## src/rtl/keypad_scan_ctrl_pkg.sv

```systemverilog
// Shared types, key map and column-pattern helpers for the 4x4 keypad scanner.
package keypad_pkg;

    typedef enum logic [1:0] {SCAN, PRESS_DB, HELD, REL_DB} kp_state_t;

    // Indexed [row][col]; column 0 is col bit 0.
    localparam logic [3:0] KEYMAP [4][4] = '{
        '{4'h1, 4'h2, 4'h3, 4'hA},
        '{4'h4, 4'h5, 4'h6, 4'hB},
        '{4'h7, 4'h8, 4'h9, 4'hC},
        '{4'hE, 4'h0, 4'hF, 4'hD}
    };

    // True when exactly one active-low column is asserted.
    function automatic logic onehot0_cold(input logic [3:0] col);
        logic [3:0] w_low;
        w_low = ~col;
        return (w_low != 4'd0) && ((w_low & (w_low - 4'd1)) == 4'd0);
    endfunction

    function automatic logic [1:0] cold_idx(input logic [3:0] col);
        logic [1:0] w_idx;
        case (col)
            4'b1101: w_idx = 2'd1;
            4'b1011: w_idx = 2'd2;
            4'b0111: w_idx = 2'd3;
            default: w_idx = 2'd0;
        endcase
        return w_idx;
    endfunction

endpackage

```

## src/rtl/keypad_scan_ctrl_sync2.sv

```systemverilog
// Two-flop synchronizer for asynchronous inputs, resettable to an idle value.
module sync2 #(
    parameter int           W       = 4,
    parameter logic [W-1:0] RST_VAL = '1
) (
    input  logic         clk,
    input  logic         reset,
    input  logic [W-1:0] i_d,
    output logic [W-1:0] o_q
);

    logic [W-1:0] r_meta;
    logic [W-1:0] r_sync;

    always_ff @(posedge clk) begin
        if (reset) begin
            r_meta <= RST_VAL;
            r_sync <= RST_VAL;
        end else begin
            r_meta <= i_d;
            r_sync <= r_meta;
        end
    end

    assign o_q = r_sync;

endmodule

```

## src/rtl/keypad_scan_ctrl.sv

```systemverilog
// 4x4 keypad scan controller: one-cold row drive, press/release debounce,
// single-cycle accept pulse and a two-digit history for the display mux.
module keypad_scan_ctrl
    import keypad_pkg::*;
#(
    parameter int SCAN_DIV        = 4,
    parameter int DEBOUNCE_CYCLES = 8
) (
    input  logic       clk,
    input  logic       reset,
    input  logic [3:0] col,
    output logic [3:0] r_sel,
    output logic [3:0] key_code,
    output logic       key_valid,
    output logic       key_held,
    output logic [3:0] digit_new,
    output logic [3:0] digit_old
);

    localparam int SW = $clog2(SCAN_DIV);
    localparam int DW = $clog2(DEBOUNCE_CYCLES);
    localparam logic [SW-1:0] SCAN_LAST  = SW'(SCAN_DIV - 1);
    localparam logic [SW-1:0] INSPECT_AT = SW'(3);
    localparam logic [DW-1:0] DEB_LAST   = DW'(DEBOUNCE_CYCLES - 1);

    kp_state_t     r_state;
    logic [1:0]    r_row;
    logic [SW-1:0] r_scan_cnt;
    logic [DW-1:0] r_deb_cnt;
    logic [1:0]    r_col_idx;
    logic [3:0]    r_col_pat;
    logic [3:0]    r_key_code;
    logic          r_key_valid;
    logic [3:0]    r_digit_new;
    logic [3:0]    r_digit_old;

    logic [3:0]    w_colS;
    logic          w_inspect;
    logic          w_scan_wrap;
    logic          w_lat_high;

    sync2 #(.W(4), .RST_VAL(4'hF)) u_col_sync (
        .clk   (clk),
        .reset (reset),
        .i_d   (col),
        .o_q   (w_colS)
    );

    // The first scan slots of a row still carry the previous row's columns
    // through the synchronizer, so only late slots are trusted.
    assign w_inspect   = (r_scan_cnt >= INSPECT_AT);
    assign w_scan_wrap = (r_scan_cnt == SCAN_LAST);
    assign w_lat_high  = w_colS[r_col_idx];

    always_ff @(posedge clk) begin
        if (reset) begin
            r_state     <= SCAN;
            r_row       <= 2'd0;
            r_scan_cnt  <= '0;
            r_deb_cnt   <= '0;
            r_col_idx   <= 2'd0;
            r_col_pat   <= 4'hF;
            r_key_code  <= 4'h0;
            r_key_valid <= 1'b0;
            r_digit_new <= 4'h0;
            r_digit_old <= 4'h0;
        end else begin
            r_key_valid <= 1'b0;
            case (r_state)
                SCAN: begin
                    if (w_inspect && onehot0_cold(w_colS)) begin
                        r_col_pat <= w_colS;
                        r_col_idx <= cold_idx(w_colS);
                        r_deb_cnt <= '0;
                        r_state   <= PRESS_DB;
                    end else if (w_scan_wrap) begin
                        r_scan_cnt <= '0;
                        r_row      <= r_row + 2'd1;
                    end else begin
                        r_scan_cnt <= r_scan_cnt + 1'b1;
                    end
                end
                PRESS_DB: begin
                    if (w_colS != r_col_pat) begin
                        r_state    <= SCAN;
                        r_row      <= r_row + 2'd1;
                        r_scan_cnt <= '0;
                    end else if (r_deb_cnt == DEB_LAST) begin
                        r_state     <= HELD;
                        r_key_code  <= KEYMAP[r_row][r_col_idx];
                        r_digit_new <= KEYMAP[r_row][r_col_idx];
                        r_digit_old <= r_digit_new;
                        r_key_valid <= 1'b1;
                    end else begin
                        r_deb_cnt <= r_deb_cnt + 1'b1;
                    end
                end
                HELD: begin
                    // Other columns on the frozen row are deliberately ignored.
                    if (w_lat_high) begin
                        r_deb_cnt <= '0;
                        r_state   <= REL_DB;
                    end
                end
                REL_DB: begin
                    if (!w_lat_high) begin
                        r_state <= HELD;
                    end else if (r_deb_cnt == DEB_LAST) begin
                        r_state    <= SCAN;
                        r_row      <= r_row + 2'd1;
                        r_scan_cnt <= '0;
                    end else begin
                        r_deb_cnt <= r_deb_cnt + 1'b1;
                    end
                end
                default: r_state <= SCAN;
            endcase
        end
    end

    assign r_sel     = ~(4'b0001 << r_row);
    assign key_code  = r_key_code;
    assign key_valid = r_key_valid;
    assign key_held  = (r_state == HELD) || (r_state == REL_DB);
    assign digit_new = r_digit_new;
    assign digit_old = r_digit_old;

endmodule

```

## config.mk

```make
export PLATFORM = sky130hd
export DESIGN_NAME = keypad_scan_ctrl
export DESIGN_NICKNAME = d
export VERILOG_FILES = /design/src/rtl/keypad_scan_ctrl_pkg.sv /design/src/rtl/keypad_scan_ctrl_sync2.sv /design/src/rtl/keypad_scan_ctrl.sv
export SDC_FILE = /design/constraint.sdc
export NUM_CORES = 1
export LEC_CHECK = 0
export CAP_MARGIN = 10
export CORE_AREA = 10 10 67 69
export CTS_BUF_LIST = sky130_fd_sc_hd__clkbuf_4
export CTS_CLUSTER_SIZE = 28
export DETAILED_ROUTE_END_ITERATION = 7
export DIE_AREA = 0 0 77 79
export HOLD_SLACK_MARGIN = 0.02
export PLACE_DENSITY = 0.78
export SYNTH_ARGS = -nofsm -noshare
export SYNTH_HDL_FRONTEND = slang
export SYNTH_SLANG_ARGS = --single-unit
```

## constraint.sdc

```tcl
create_clock -name clk -period 2.3 [get_ports clk]
set_input_delay 0.345 -clock clk [delete_from_list [all_inputs] [get_ports clk]]
set_output_delay 0.345 -clock clk [all_outputs]
set_load 0.05 [all_outputs]
```

==> results.md, run 1 <==
Setup path:
- The end of the worst register-to-register path is digit_old[1].
- The startpoint of the most critical register-to-register path is u_col_sync.o_q[3].
- The slowest cell on the critical path is sky130_fd_sc_hd__clkdlybuf4s50_1.
- The critical path goes through clkdlybuf4s50_1.
- The critical path is of the register to output pin type.
- The worst setup path is captured at an output pin.
- The critical path required time is slightly below 2 ns.
- Counting both buffers and inverters, the worst setup path holds a total of 1.
- Grouping stages by cell kind, the critical path spends the most delay in buffers and inverters.
- The largest single stage delay on the critical path is between 0.8 and 0.9 ns.
- The cell depth of the worst flop-to-flop path is 6.
- The type of element launching the critical path is a register.
- The launch point of the critical path is r_state[1].
- The arrival time at the worst endpoint is 1.69 ns.
- The maximum fanout along the worst path is 7.
- Across all register-to-register paths, the minimum setup slack is 0.37 ns.

Cells and area:
- The fraction of layout instances using a drive strength above 1 is between 10% and 20%.
- The number of antenna diodes in the final layout is 0.
- Fill cells in the final layout number 270.
- The area added between synthesis and finish is 14.48%.
- The final net count is ~210.

Logic synthesis:
- By area the synthesized netlist is led by sky130_fd_sc_hd__dfxtp_1, sky130_fd_sc_hd__mux2i_1, sky130_fd_sc_hd__ha_1.
- The synthesized design devotes to its leading area cell type 37.45% of total area.
- The most instantiated library cell after synthesis is sky130_fd_sc_hd__dfxtp_1.
- The distinct cell type count of the synthesized netlist is 45.
- The number of synthesis warnings is 0.
- The number of enable-type register cells in the synthesized netlist is 0.
- Each instance of the synthesized netlist takes up on average between 9 and 10 sq um.
- The commonest cells after synthesis are sky130_fd_sc_hd__dfxtp_1, sky130_fd_sc_hd__mux2i_1, sky130_fd_sc_hd__nor2_1, sky130_fd_sc_hd__a21oi_1.
- After synthesis the netlist holds a flip-flop and latch count of 32.
- The number of nets in the synthesized netlist is ~190.
- The total standard cell area after synthesis is 0.001710 sq mm.
- The flip-flop cell with the highest count after synthesis is sky130_fd_sc_hd__dfxtp_1.
- The cell type with the largest total area after synthesis is sky130_fd_sc_hd__dfxtp_1.
- The sequential element share of the synthesized area is roughly 37%.
- Synthesis handed over a netlist of roughly 180 instances.
- The share of flip-flops with an asynchronous set or reset after synthesis is 0%.

Timing:
- The slew at the pin closest to its max-slew limit is 0.5228 ns.
- The setup-violating endpoint count in the final report is 0.
- The post-route clock skew is about 0.011 ns.
- The number of slew-limit violations in the final report came to 0.
- The setup slack of the critical path after layout is between 0.2 and 0.3 ns.
- The sum of negative setup slack is 0 ns.
- The hold violation total from the final report is 0.
- Counting I/O delays and the setup requirement, the final critical path takes a little over 2 ns.
- Setup repair after global routing left no endpoint under its margin.
- The worst slew margin relative to its limit is between 60% and 70%.
- The final worst-path cycle share is 88.35%.
- Static timing analysis puts the maximum clock frequency at 492.1 MHz.

Hold path:
- The tightest min-delay check is of the register to register type.
- The worst hold path begins at u_col_sync.r_meta[0].
- The number of instances on the worst hold path is 1.
- The path with the worst hold slack has its endpoint at u_col_sync.o_q[0].

Floorplanning:
- The floorplan step set the die height to approximately 79 microns.
- The die covers ~0.0061 sq mm.
- The total area inside the core boundary comes to around 0.0032 sq mm.
- The floorplan has 21 rows.
- The die is 77 microns wide.
- The effective utilization at floorplan is 52.92%.
- The top-level port count is 24.

GRT:
- The number of antenna violations at the first check in global routing was 0.
- The leftover overflow at the end of global routing is 0.
- The global-route wire length before repair is 5319 microns.
- The via count of the first global-routing pass is about 1,200.
- The maximum number of pins on one net before global-route repair is 18.
- Global routing used a little over a tenth of the available tracks.

Power and ir drop:
- Per report_power, the clock group accounts for 37.8% of the total.
- For this design the static power due to leakage is between 0.0007 and 0.0008 uW.
- Net switching is roughly a quarter of the power.
- Combinational cells account for 11.0% of the total power.
- Of the total power, registers draw between 50% and 60%.
- Cell internal power was estimated by the tool at approximately 860 uW.
- In this run the power spent charging and discharging nets is 297.9 uW.
- The total power density per cell area is 590.3 mW/mm^2.
- The peak ir drop on the vdd network is 0.3899 mV.

Detailed routing:
- The final routed wirelength across all metal layers is roughly 3200 microns.
- Dividing the detail-routed via count by the number of cells gives 5.138.
- The number of design rule violations left after detail routing is 0.
- The detailed-route wire length per cell is between 10 and 15 microns.
- The routed via count is between 1,000 and 1,500.
- The violation count after the first detailed-routing iteration is 39.
- The residual antenna-violating net count after detailed routing is 0.
- The first-pass iteration count of the detailed router is 4.

Place:
- The worst slack at placement is approximately 0.38 ns.
- The count of port buffers added during placement is 23.
- At the end of routability-driven placement, the weighted congestion stood at 0.7914.
- The HPWL reported at the end of detailed placement is between 2000 and 2500 microns.

CTS:
- The clock-pin slew on the worst setup and hold paths is approximately 0.11 ns.
- The cts-stage hold buffer count is 0.
- TritonCTS built the clock tree.
- The root buffer cell is sky130_fd_sc_hd__clkbuf_4.
- The clock insertion delay at the later pin of the skew report is around 0.35 ns.
- The H-tree was split into 2 levels.
- The maximum number of buffers from clock root to sink is 2.
- For this design, the sink count on the clock tree is 32.
- The CTS buffer count is 5.

Outcome:
- The run finished with clean final reports.

Run:
- The max-capacitance violation count is 0.
## how the worst max path moves through the flow
stage / depth (start not counted) / to / slack (ns)
final: 1 / key_held / 0.27
after global routing: 6 / digit_old[2] / 0.21
after CTS: 3 / r_sel[3] / 0.07
after detailed placement: 6 / digit_old[1] / 0.38
after global placement: 6 / digit_old[3] / 0.47
after floorplan: 6 / r_row[0] / 0.59
## cell families after synthesis
group           share of synthesized area (%)
fa+ha+maj                               6.584
simple gates                            17.19
mux                                     12.07
buf+inv                                 10.24
flops                                   37.45
xor+xnor                                5.194
compound gates                          11.27
## routing by layer
metal	GRT usage (%)	up-vias	routed length [microns]
li1	-	624	-
met1	10.67	572	1351
met2	18.97	27	1649
met3	4.955	5	162
met4	4.745	0	47
met5	0	-	0
## cell type report
class                   count  area, sq um  share of cell area [%]
clock buffers               5        37.54                   1.917
clock inverters             3        42.54                   2.173
inverters                   8        30.03                   1.534
multi-input cells         118        894.6                   45.69
flip-flops and latches     32        640.6                   32.72
well taps                  46        57.56                   2.939
repair buffers             27        255.2                   13.04
## stage by stage
| stage | utilization (%) | hold WS [ns] | instance area (sq um) | power, uW | std cells |
|---|---|---|---|---|---|
| global placement | 58.03 | 0.3923 | 1876 | 724.8 | 231 |
| floorplan | - | 0.3895 | 1710 | 703.5 | 177 |
| finish | 60.59 | 0.4201 | 1958 | 1156 | 239 |
| global route | 60.59 | 0.4342 | 1958 | 1207 | 239 |
| detailed placement | 58.03 | 0.3981 | 1876 | 731.4 | 231 |
| CTS | 60.51 | 0.4228 | 1956 | 1162 | 239 |
## placed cells by master (no fill, tap or decap), types with 2 or more instances in the layout
| cell type | n |
|---|---|
| sky130_fd_sc_hd__dfxtp_1 | 32 |
| sky130_fd_sc_hd__clkdlybuf4s50_1 | 19 |
| sky130_fd_sc_hd__mux2i_1 | 15 |
| sky130_fd_sc_hd__nor2_1 | 13 |
| sky130_fd_sc_hd__a21oi_1 | 12 |
| sky130_fd_sc_hd__nand2b_1 | 9 |
| sky130_fd_sc_hd__ha_1 | 9 |
| sky130_fd_sc_hd__inv_1 | 8 |
| sky130_fd_sc_hd__or2_2 | 8 |
| sky130_fd_sc_hd__o21ai_0 | 7 |
| sky130_fd_sc_hd__buf_4 | 7 |
| sky130_fd_sc_hd__clkbuf_4 | 5 |
| sky130_fd_sc_hd__xnor2_1 | 4 |
| sky130_fd_sc_hd__nand2_1 | 4 |
| sky130_fd_sc_hd__a211oi_1 | 3 |
| sky130_fd_sc_hd__xor2_1 | 3 |
| sky130_fd_sc_hd__nand4b_1 | 2 |
| sky130_fd_sc_hd__mux2_2 | 2 |
| sky130_fd_sc_hd__nand3_1 | 2 |
| sky130_fd_sc_hd__and3_2 | 2 |
| sky130_fd_sc_hd__nor3_1 | 2 |
| sky130_fd_sc_hd__o211ai_1 | 2 |
## power by group through the flow
stage / Combinational [uW] / Sequential (uW) / Clock (uW)
6_report: 127 / 591 / 437
5_1_grt: 141 / 595 / 471
4_1_cts: 128 / 591 / 442
3_5_place_dp: 128 / 603 / 0
3_3_place_gp: 123 / 602 / 0
2_1_floorplan: 112 / 592 / 0
## registers in the layout, indices dropped and copies added, names as in the netlist
name / count
digit_new: 4
r_deb_cnt: 3
r_state: 2
r_col_pat: 4
key_valid: 1
u_col_sync.r_meta: 4
r_scan_cnt: 2
digit_old: 4
u_col_sync.o_q: 4
r_col_idx: 2
r_row: 2
## timing repair
item | 4_1_cts | 5_1_grt
resized for setup | 0 | 1
setup endpoints to repair | 0 | 1
buffers inserted | 0 | 0
Power figures use the tool's default switching activity.
==> run 2, diff against run 1 <==
CORE_AREA = 2 2 59 61   (was 10 10 67 69)
DIE_AREA = 0 0 61 63   (was 0 0 77 79)
==> run 2 against run 1 <==
Fmax is 6.7% lower; worst hold slack got worse by 0.0055 ns; sequential power about the same; clock power decreased by 30%; power is 12% lower; final cell count shrank 0.42%; cell area fell by 1.7%; critical path type unchanged; first-iteration DRC count is the same; combinational power about the same; count of clock-buffer cells in the layout grew 1; wire length decreased by 4.9%.
==> results.md, run 2 (synthesis gave the netlist of run 1 again) <==
Power and ir drop:
- The proportion of power drawn by the clock network was 29.8% (was 37.8%).
- The portion of total power attributed to sequential cells is 57.9% (was 51.2%).
- The peak ir drop on the vdd network is 0.3762 mV (was 0.3899 mV).
- The switching fraction of total power is 25.99% (was 25.77%).
- The design internal power is 755.6 uW (was 857.9 uW).
- The total power density per cell area is 530.2 mW/mm^2 (was 590.3 mW/mm^2).
- The switching power is 265.4 uW (was 297.9 uW).
- The leakage power summed over all cells is 0.0007063 uW (was 0.0007155 uW).
- The share of power burned in combinational logic is 12.4% (was 11.0%).

Cells and area:
- The fill cell instance count of the final layout was 306 (was 270).
- The final net count is 207 (unchanged).
- The combined flip-flop and latch cell area is 640.6 sq um (unchanged).
- The fraction of layout instances using a drive strength above 1 came to 16.15% (was 16.58%).
- The area added between synthesis and finish came to 12.58% (was 14.48%).
- The antenna diode instance count is 0 (unchanged).
- The most common library cell in the layout ignoring fill and taps is sky130_fd_sc_hd__dfxtp_1 (unchanged).
- Most used cells in the layout excluding fill and tap cells: sky130_fd_sc_hd__dfxtp_1, sky130_fd_sc_hd__clkdlybuf4s50_1, sky130_fd_sc_hd__mux2i_1 (unchanged).
- The multi-input combinational cell area came to 894.6 sq um (unchanged).

GRT:
- The via count of the first global-routing pass is 1,195 (was 1,211).
- The maximum number of pins on one net before global-route repair was 18 (unchanged).
- The global-route wire length before repair is 5250 microns (was 5319 microns).
- The leftover overflow at the end of global routing is 0 (unchanged).
- The routing usage on met1 is 21.65% (was 10.67%).
- The most used routing layer in global routing is met2 (unchanged).
- The fraction of met3 tracks used by global routing is 4.969% (was 4.955%).
- The global routing usage summed across all routing layers is 18.08% (was 10.73%).
- The global routing usage on met2 came to 28.76% (was 18.97%).
- The number of antenna violations at the first check in global routing is 0 (unchanged).

Detailed routing:
- The number of design rule violations left after detail routing came to 0 (unchanged).
- The residual antenna-violating net count after detailed routing was 0 (unchanged).
- The routed via count was 1,226 (was 1,228).
- The first-pass iteration count of the detailed router was 5 (was 4).
- The detailed-route wire length per cell is 12.84 microns (was 13.44 microns).
- The detailed-route vias per instance is 5.151 (was 5.138).
- The final routed wirelength across all metal layers is 3055 microns (was 3211 microns).
- The violation count after the first detailed-routing iteration is 39 (unchanged).

Timing:
- Setup repair after global routing missed its margin: false (unchanged).
- The top achievable clock speed is 458.9 MHz (was 492.1 MHz).
- The minimum clock period is 2.179 ns (was 2.032 ns).
- The setup-violating endpoint count in the final report was 0 (unchanged).
- The setup slack of the critical path after layout was 0.1209 ns (was 0.2679 ns).
- The hold violation total from the final report is 0 (unchanged).
- The slew at the pin closest to its max-slew limit is 0.5162 ns (was 0.5228 ns).
- The post-route clock skew is 0.005644 ns (was 0.01123 ns).
- The final worst-path cycle share is 94.74% (was 88.35%).
- The number of slew-limit violations in the final report is 0 (unchanged).
- The sum of negative setup slack was 0 ns (unchanged).
- The worst slew margin relative to its limit is 65.48% (was 64.83%).
- The tightest hold margin is 0.4146 ns (was 0.4201 ns).

Floorplanning:
- The area of the core region is 0.003232 sq mm (unchanged).
- The width of the die came to 61 microns (was 77 microns).
- The top-level port count was 24 (unchanged).
- The full die area is 0.003843 sq mm (was 0.006083 sq mm).
- The die span in y is 63 microns (was 79 microns).
- The number of placement rows came to 21 (unchanged).
- The effective utilization at floorplan is 52.92% (unchanged).

CTS:
- The clock tree from TritonCTS is yes (unchanged).
- The clock insertion delay at the later pin of the skew report is 0.33 ns (was 0.35 ns).
- The root buffer cell was sky130_fd_sc_hd__clkbuf_4 (unchanged).
- The post-CTS repair timing setup buffer count is 0 (unchanged).
- The count of instances resized after the clock tree is built is 0 (unchanged).
- The CTS buffer count is 5 (unchanged).
- The level count of the clock H-tree is 2 (unchanged).
- The number of sinks on the clock net came to 32 (unchanged).
- The maximum number of buffers from clock root to sink was 2 (unchanged).
- The cts-stage hold buffer count is 0 (unchanged).
- The clock-pin slew on the worst setup and hold paths is 0.09 ns (was 0.11 ns).

Outcome:
- Run status: finished, final reports clean (unchanged).

Hold path:
- The path category of the worst min-delay check is register to register (unchanged).

Place:
- The worst slack at placement is 0.3930 ns (was 0.3804 ns).
- The count of port buffers added during placement is 23 (unchanged).
- The HPWL reported at the end of detailed placement is 2251 microns (was 2414 microns).
- The routability congestion estimate is 0.7898 (was 0.7914).

Setup path:
- The type of element launching the critical path is a register (unchanged).
- The classification of the worst setup path is register to output pin (unchanged).
- The maximum fanout along the worst path is 10 (was 7).
- The arrival time at the worst endpoint is 1.83 ns (was 1.69 ns).
- The endpoint type of the worst setup path is an output pin (unchanged).
- The critical path required time is 1.96 ns (about the same).

Run:
- The max-capacitance violation count is 0 (unchanged).
[run 2: cell count changes in the layout (fill, tap and decap cells not counted), sizes merged]
cell and delta:
clkdlybuf4s50 +1, clkbuf +1, dlymetal6s2s -1, bufinv -1, clkinvlp -1
[run 2: layout make-up]
class	instances	area share, %
sequential	32	33.27
tap	46	2.989
clock buffer	6	2.339
clock inverter	1	0.2599
multi-input combinational	118	46.46
inverter	8	1.559
timing repair buffer	27	13.13
[run 2: routing by layer]
| metal | wire, microns | up-vias | share of wire (%) |
|---|---|---|---|
| li1 | - | 625 | - |
| met4 | 97 | 0 | 3.2 |
| met3 | 107 | 10 | 3.5 |
| met5 | 0 | - | 0 |
| met1 | 1334 | 564 | 44 |
| met2 | 1516 | 27 | 50 |
[run 2: metrics by stage]
stage | utilization, % | cells | area (sq um) | total power (uW)
after global routing | 59.58 | 238 | 1926 | 1076
after global placement | 58.03 | 231 | 1876 | 723.3
final | 59.58 | 238 | 1926 | 1021
after detailed placement | 58.03 | 231 | 1876 | 729.3
after CTS | 59.58 | 238 | 1926 | 1028
after floorplan | - | 177 | 1710 | 703.5
[run 2: worst paths after layout]
check	from	endpoint	slack, ns	cells after the start
worst min-delay path	u_col_sync.r_meta[3]	u_col_sync.o_q[3]	0.41	1
worst min register to register	u_col_sync.r_meta[3]	u_col_sync.o_q[3]	0.41	1
worst max-delay path	r_row[1]	r_sel[3]	0.12	3
worst max register to register	u_col_sync.o_q[3]	digit_new[2]	0.38	6
[run 2: worst max-delay path, cell delays in order (launching register included)]
cell and delay, ns:
sky130_fd_sc_hd__dfxtp_1 0.42, sky130_fd_sc_hd__ha_1 0.24, sky130_fd_sc_hd__inv_1 0.05, sky130_fd_sc_hd__clkdlybuf4s50_1 0.79
[run 2: power by group through the flow]
stage	sequential, uW	combinational, uW	clock (uW)
floorplan	592	112	0
global placement	602	121	0
detailed placement	604	126	0
CTS	591	127	310
global route	594	139	344
finish	591	126	304
